==> config.mk <==
export PLATFORM = sky130hd
export DESIGN_NAME = bcd_source_sequencer
export DESIGN_NICKNAME = d
export VERILOG_FILES = /design/src/rtl/bcd_source_sequencer.sv
export SDC_FILE = /design/constraint.sdc
export NUM_CORES = 1
export LEC_CHECK = 0
export CAP_MARGIN = 40
export CELL_PAD_IN_SITES_DETAIL_PLACEMENT = 0
export CELL_PAD_IN_SITES_GLOBAL_PLACEMENT = 2
export CORE_UTILIZATION = 25
export CTS_BUF_LIST = sky130_fd_sc_hd__clkbuf_8 sky130_fd_sc_hd__clkbuf_16
export CTS_CLUSTER_SIZE = 24
export DETAILED_ROUTE_END_ITERATION = 8
export PLACE_DENSITY_LB_ADDON = 0.1
export SKIP_LAST_GASP = 1
export SLEW_MARGIN = 10
export SYNTH_ARGS = -nofsm -noshare
export SYNTH_HDL_FRONTEND = slang
export SYNTH_SLANG_ARGS = --single-unit
==> constraint.sdc <==
create_clock -name clk -period 4 [get_ports clk]
set_clock_uncertainty 0.1 [all_clocks]
set_input_delay 0.8 -clock clk [delete_from_list [all_inputs] [get_ports clk]]
set_output_delay 0.8 -clock clk [all_outputs]
set_load 0.05 [all_outputs]
==> src/rtl/bcd_source_sequencer.sv <==
// bcd_source_sequencer
// Upstream producer for the 7-segment display path. It takes an 8-bit binary
// value through a start/busy handshake and converts it to three BCD digits.
// The conversion uses a sequential shift-add-3 (double-dabble) engine that
// runs one iteration per clock. Results are held until the next conversion
// completes. A `ready` strobe of READY_HOLD cycles marks each new result.
//
// Ports:
//   clk            system clock, rising edge
//   rst            asynchronous active-high reset
//   start          conversion request, sampled only while idle
//   bin_in[7:0]    binary value, captured on the accepted start cycle
//   busy           high from the cycle after start is accepted until idle again
//   ready          result-valid strobe for the display controller
//   bcd_hundreds   hundreds digit 0..2 (upper bit always 0)
//   bcd_tens       tens digit 0..9
//   bcd_units      units digit 0..9
// Optional (macro BCD_LEADING_ZERO_EN):
//   blank_hundreds 1 when hundreds digit is 0
//   blank_tens     1 when hundreds and tens digits are both 0

module bcd_source_sequencer #(
    parameter int READY_HOLD = 1,   // 1..4
    parameter int ITERATIONS = 8    // must equal input width
) (
    input  logic       clk,
    input  logic       rst,
    input  logic       start,
    input  logic [7:0] bin_in,
    output logic       busy,
    output logic       ready,
    output logic [2:0] bcd_hundreds,
    output logic [3:0] bcd_tens,
    output logic [3:0] bcd_units
`ifdef BCD_LEADING_ZERO_EN
    ,
    output logic       blank_hundreds,
    output logic       blank_tens
`endif
);

    typedef enum logic [1:0] {IDLE, SHIFT, DONE, HOLD} state_t;

    localparam logic [2:0] LAST_ITER = 3'(ITERATIONS - 1);
    localparam logic [1:0] HOLD_INIT = 2'(READY_HOLD - 1);

    state_t      state;
    logic [19:0] sr;      // {hundreds, tens, units, binary}
    logic [2:0]  cnt;
    logic [1:0]  hold;

    // One double-dabble iteration: +3 on every BCD nibble >= 5, then shift
    // the whole register left by one.
    function automatic logic [19:0] dabble(input logic [19:0] r);
        logic [19:0] a;
        a = r;
        for (int k = 0; k < 3; k++) begin
            if (a[8+4*k +: 4] >= 4'd5)
                a[8+4*k +: 4] = a[8+4*k +: 4] + 4'd3;
        end
        return {a[18:0], 1'b0};
    endfunction

    always_ff @(posedge clk or posedge rst) begin
        if (rst) begin
            state        <= IDLE;
            sr           <= '0;
            cnt          <= '0;
            hold         <= '0;
            busy         <= 1'b0;
            ready        <= 1'b0;
            bcd_hundreds <= '0;
            bcd_tens     <= '0;
            bcd_units    <= '0;
`ifdef BCD_LEADING_ZERO_EN
            blank_hundreds <= 1'b1;
            blank_tens     <= 1'b1;
`endif
        end else begin
            case (state)
                IDLE: begin
                    if (start) begin
                        sr    <= {12'b0, bin_in};
                        cnt   <= '0;
                        busy  <= 1'b1;
                        state <= SHIFT;
                    end
                end
                SHIFT: begin
                    sr  <= dabble(sr);
                    cnt <= cnt + 3'd1;
                    if (cnt == LAST_ITER)
                        state <= DONE;
                end
                DONE: begin
                    // Digits only move here, so no intermediate state escapes.
                    bcd_hundreds <= {1'b0, sr[17:16]};
                    bcd_tens     <= sr[15:12];
                    bcd_units    <= sr[11:8];
`ifdef BCD_LEADING_ZERO_EN
                    blank_hundreds <= (sr[17:16] == 2'd0);
                    blank_tens     <= (sr[17:16] == 2'd0) && (sr[15:12] == 4'd0);
`endif
                    ready <= 1'b1;
                    hold  <= HOLD_INIT;
                    state <= HOLD;
                end
                HOLD: begin
                    if (hold != 2'd0) begin
                        hold <= hold - 2'd1;
                    end else begin
                        ready <= 1'b0;
                        busy  <= 1'b0;
                        state <= IDLE;
                    end
                end
                default: state <= IDLE;
            endcase
        end
    end

endmodule

==> results.toml, run 1 <==
[min_path]
holdCritPathClass = "flip-flop to flip-flop"

[routing]
via_per_inst = 4.40
ant_nets = 0
wl_mm = 3.93
drcViolationCount = 0
via_count = 1289
drt-pass1-iter-count = 4
drtIter0Drc = 73
wl_per_cell_um = 13.4

[critical_path]
required_ns = 3.10
crit_type = "flip-flop to output port"
arrival_ns = 1.46
cp-end-kind = "output port"
worst-path-buf-inv = 1
cp_top_family = "buffers and inverters"
critical-path-slowest-cell = "clkdlybuf4s50_1"
cpPeakStageDelay_ns = 0.80
startpoint_type = "flip-flop"
crit_fanout = 3
cp_cell_sequence = "clkdlybuf4s50_1"

[timing]
maxSlewViolCount = 0
slew_headroom = 0.585
setup_viol = 0
finalSetupTns_ns = 0
final.period_utilization = 0.591
fmax_mhz = 423
grt_setup_unrepaired = "false"
hold_violations = 0
period_minus_slack_ns = 2.36
tightestPinTransition_ns = 0.622

[grt]
grt_util_all_layers = 0.107
grt_max_degree = 40
grt_pass1_wl_mm = 6.91
grt_pass1_vias = 1351
overflow = 0
antenna_found_initial = 0

[place]
portBuffers = 22
hpwl_mm = 2.65
gp_congestion = 0.718

[logic_synthesis]
synth-edff-count = 0
synthFlopType = "dfrtp_1"
synth_nets = 195
async_reset_ff_frac = 1.00
synth_top_area_share = 0.501
synthTopCellsByArea = "dfrtp_1 50%, ha_1 9.0%, mux2_2 6.4%"
synth_area_leader_cell = "dfrtp_1"
synth_cell_type_count = 32
avgSynthCellArea_um2 = 11.5
syn_area_um2 = 1950
synth-seq-cells = 39
seq_area_frac_synth = 0.501
synthCells = 170
ys_warn_count = 0

[cts]
clkLatencyLatePin_ns = 0.29
cts.sinks = 39
cts_setup_buffers = 0
cts_tree = "yes"
holdBufCountCts = 0
htreeDepth = 2
cts-root-buf = "clkbuf_8"
clockBufferDepth = 2
postCtsResizedCells = 0
cts_buffers = 5
clkTransAtPathRegs_ns = 0.08

[floorplan]
coreArea_um2 = 7410
fp.dieW_um = 90.3
die_h_um = 90.3
top_level_ports = 24
dieArea_um2 = 8150
start_util = 0.263
num_rows = 31

[finish]
area_growth_pct = 19.5
final_layout_size_suffix_gt1_frac = 0.129
nets = 218
mostFrequentLayoutCells = "39 x dfrtp_1, 22 x clkdlybuf4s50_1, 19 x nand2_1"
final_common_cell = "dfrtp_1"
diodes = 0

[power]
total_power_uw = 1700
power.density_nw_per_um2 = 730
ir_worst_vdd_mv = 0.363
p_leak_uw = 0.00104

[status]
status = "finished, final reports clean"

[job]
cap_violations = 0
[sequential cells by signal, indices dropped and copies added, names as in the netlist]
| name | flops |
|---|---|
| bcd_hundreds | 2 |
| bcd_tens | 4 |
| bcd_units | 4 |
| busy | 1 |
| cnt | 3 |
| hold | 2 |
| ready | 1 |
| sr | 20 |
| state | 2 |
[worst paths after layout]
check	startpoint	to	slack, ns	cells past startpoint
hold / removal	sr[0]	sr[0]	0.39	2
setup reg to reg	state[1]	sr[15]	1.78	5
max in group asynchronous	rst	bcd_tens[2]	2.60	3
hold reg to reg	sr[0]	sr[0]	0.39	2
setup / recovery	ready	ready	1.64	1
min in group asynchronous	rst	sr[6]	0.84	3
[synth_stat cells (all sizes together) (4+ instances only)]
cell type / number
dfrtp: 39
o22ai: 4
nand2: 19
mux2: 11
ha: 14
o21ai: 15
nand2b: 5
inv: 14
mux2i: 9
buf: 8
a21oi: 4
[final cells by class]
class                           count  area [µm²]
Clock buffer                        5        68.8
Timing Repair Buffer               24         235
Multi-Input combinational cell    109         860
Clock inverter                      3        12.5
Sequential cell                    39         976
Tap cell                           99         124
Inverter                           14        52.6
Fill cell                         777        5080
[per-layer routing]
layer | part of all wire | vias to the layer above | routed length [µm] | GRT usage
met2 | 0.46 | 18 | 1800 | 0.165
met1 | 0.49 | 629 | 1940 | 0.142
met5 | 0 | - | 0 | 0
met3 | 0.032 | 6 | 124 | 0.0286
li1 | - | 636 | - | -
met4 | 0.018 | 0 | 69 | 0.0444
[report_power, final]
group | switching (µW) | leakage, µW | internal, µW
Sequential | 91.9 | 0.000519 | 527
Clock | 140 | 0.0000505 | 117
Combinational | 508 | 0.000473 | 316
[cell families after synthesis]
| family | share of synthesized area |
|---|---|
| AOI/OAI and AO/OA | 0.144 |
| adders and majority gates | 0.0899 |
| xor gates and xnor gates | 0.0225 |
| DFF | 0.501 |
| and+or+nand+nor | 0.0732 |
| buffers and inverters | 0.0578 |
| other | 0.00192 |
| muxes | 0.110 |
[stage by stage]
| step | utilization | worst slack, ns | std cells | hold slack (ns) | area (µm²) |
|---|---|---|---|---|---|
| 2_1_floorplan | - | 2.21 | 170 | 0.346 | 1950 |
| 3_3_place_gp | 0.303 | 1.53 | 285 | 0.364 | 2250 |
| 3_5_place_dp | 0.303 | 1.51 | 285 | 0.373 | 2250 |
| 4_1_cts | 0.314 | 1.61 | 293 | 0.393 | 2330 |
| 5_1_grt | 0.314 | 1.58 | 293 | 0.413 | 2330 |
| 6_report | 0.314 | 1.64 | 293 | 0.386 | 2330 |
Power figures use the tool's default switching activity.
==> inputs of run 2 (changes only) <==
==> constraint.sdc (replaced) <==
create_clock -name clk -period 2.4 [get_ports clk]
set_clock_uncertainty 0.1 [all_clocks]
set_input_delay 0.48 -clock clk [delete_from_list [all_inputs] [get_ports clk]]
set_output_delay 0.48 -clock clk [all_outputs]
set_load 0.05 [all_outputs]
==> results.toml, run 2 (synthesis gave the netlist of run 1 again) <==
[status]
status = "finished, final reports clean"

[routing]
via_count = 1313
wl_mm = 4.09
drcViolationCount = 0
via_per_inst = 4.44
drt-pass1-iter-count = 4
wl_per_cell_um = 13.8
ant_nets = 0
drtIter0Drc = 50

[cts]
cts_setup_buffers = 0
cts-root-buf = "clkbuf_8"
holdBufCountCts = 0
cts_buffers = 5
cts_tree = "yes"
clockBufferDepth = 2
postCtsResizedCells = 0
clkLatencyLatePin_ns = 0.30
cts.sinks = 39
clkTransAtPathRegs_ns = 0.09
htreeDepth = 2

[critical_path]
arrival_ns = 1.48
crit_fanout = 3
cp_top_family = "buffers and inverters"
worst-path-buf-inv = 1
required_ns = 1.82
critical-path-slowest-cell = "clkdlybuf4s50_1"
cpPeakStageDelay_ns = 0.80
cp_cell_sequence = "clkdlybuf4s50_1"
cp-end-kind = "output port"
startpoint_type = "flip-flop"
crit_type = "flip-flop to output port"

[floorplan]
coreArea_um2 = 7410
start_util = 0.263
die_h_um = 90.3
fp.dieW_um = 90.3
dieArea_um2 = 8150
num_rows = 31
top_level_ports = 24

[power]
p_sw_frac = 0.438
p_leak_uw = 0.00105
comb_power_share = 0.488
seqPwrFrac = 0.353
power.density_nw_per_um2 = 1240
total_power_uw = 2920
p_clk_frac = 0.159
intPower_uw = 1640
p_sw_uw = 1280
ir_worst_vdd_mv = 0.438

[finish]
largest_reg_flops = 20
reg_top3 = "sr x20, bcd_tens x4, bcd_units x4"
diodes = 0
final_layout_size_suffix_gt1_frac = 0.152
fin_area_um2 = 2360
final_common_cell = "dfrtp_1"
mostFrequentLayoutCells = "39 x dfrtp_1, 22 x clkdlybuf4s50_1, 19 x nand2_1"
area_growth_pct = 21.1
regMostFlops = "sr"
nets = 221

[place]
gp_congestion = 0.732
dpl-instance-area_um2 = 2270
portBuffers = 22
hpwl_mm = 2.85
dp_slack_ns = 0.244

[grt]
grt_pass1_wl_mm = 7.28
grt_util_all_layers = 0.115
top_usage_layer = "met2"
antenna_found_initial = 0
overflow = 0
grt.met1_usage = 0.142
grt_max_degree = 40
use_met2 = 0.192
grt_pass1_vias = 1460
grtUsageMet3 = 0.0311

[min_path]
holdCritPathClass = "flip-flop to flip-flop"

[timing]
setup_viol = 0
hold_violations = 0
slew_headroom = 0.647
fmax_mhz = 485
final.period_utilization = 0.858
finalSetupTns_ns = 0
period_minus_slack_ns = 2.06
worst_slack_ns = 0.340
whs_ns = 0.386
tightestPinTransition_ns = 0.529
maxSlewViolCount = 0
grt_setup_unrepaired = "false"

[job]
cap_violations = 0
[run 2: cell types whose count changed in the layout (fill, tap and decap cells not counted)]
cell,delta
buf_4,+3
inv_1,-2
clkinvlp_4,+2
[run 2: through the flow]
stage                     instances  utilization
after global placement          288        0.306
after CTS                       296        0.318
final                           296        0.318
after global routing            296        0.318
after detailed placement        288        0.306
after floorplan                 170            -
[run 2: area by class of cell]
cell class	count	area (µm²)
fillers	753	5050
flip-flops and latches	39	976
multi-input cells	109	860
repair buffers	27	258
well taps	99	124
clock buffers	5	68.8
inverters	14	52.6
clock inverters	3	20.0
[run 2: power groups by stage]
stage | clock, µW | combinational (µW) | sequential (µW)
2_1_floorplan | 0 | 859 | 1250
3_3_place_gp | 0 | 1420 | 1040
3_5_place_dp | 0 | 1440 | 1050
4_1_cts | 481 | 1450 | 1040
5_1_grt | 507 | 1580 | 1070
6_report | 464 | 1420 | 1030
[run 2: per-layer routing]
metal / share of wire / vias up / wire length (µm)
li1: - / 640 / -
met1: 0.48 / 646 / 1980
met2: 0.47 / 18 / 1920
met3: 0.030 / 9 / 122
met4: 0.016 / 0 / 66
met5: 0 / - / 0
[run 2: final timing paths]
kind                                 end      from  depth (start not counted)  slack, ns
worst min register to register     sr[3]     sr[3]                          2       0.39
max in group asynchronous         sr[12]       rst                          3       1.32
min in group asynchronous       state[1]       rst                          3       0.51
worst min-delay path               sr[3]     sr[3]                          2       0.39
worst max register to register    sr[19]  state[0]                          6       0.51
worst max-delay path               ready     ready                          1       0.34
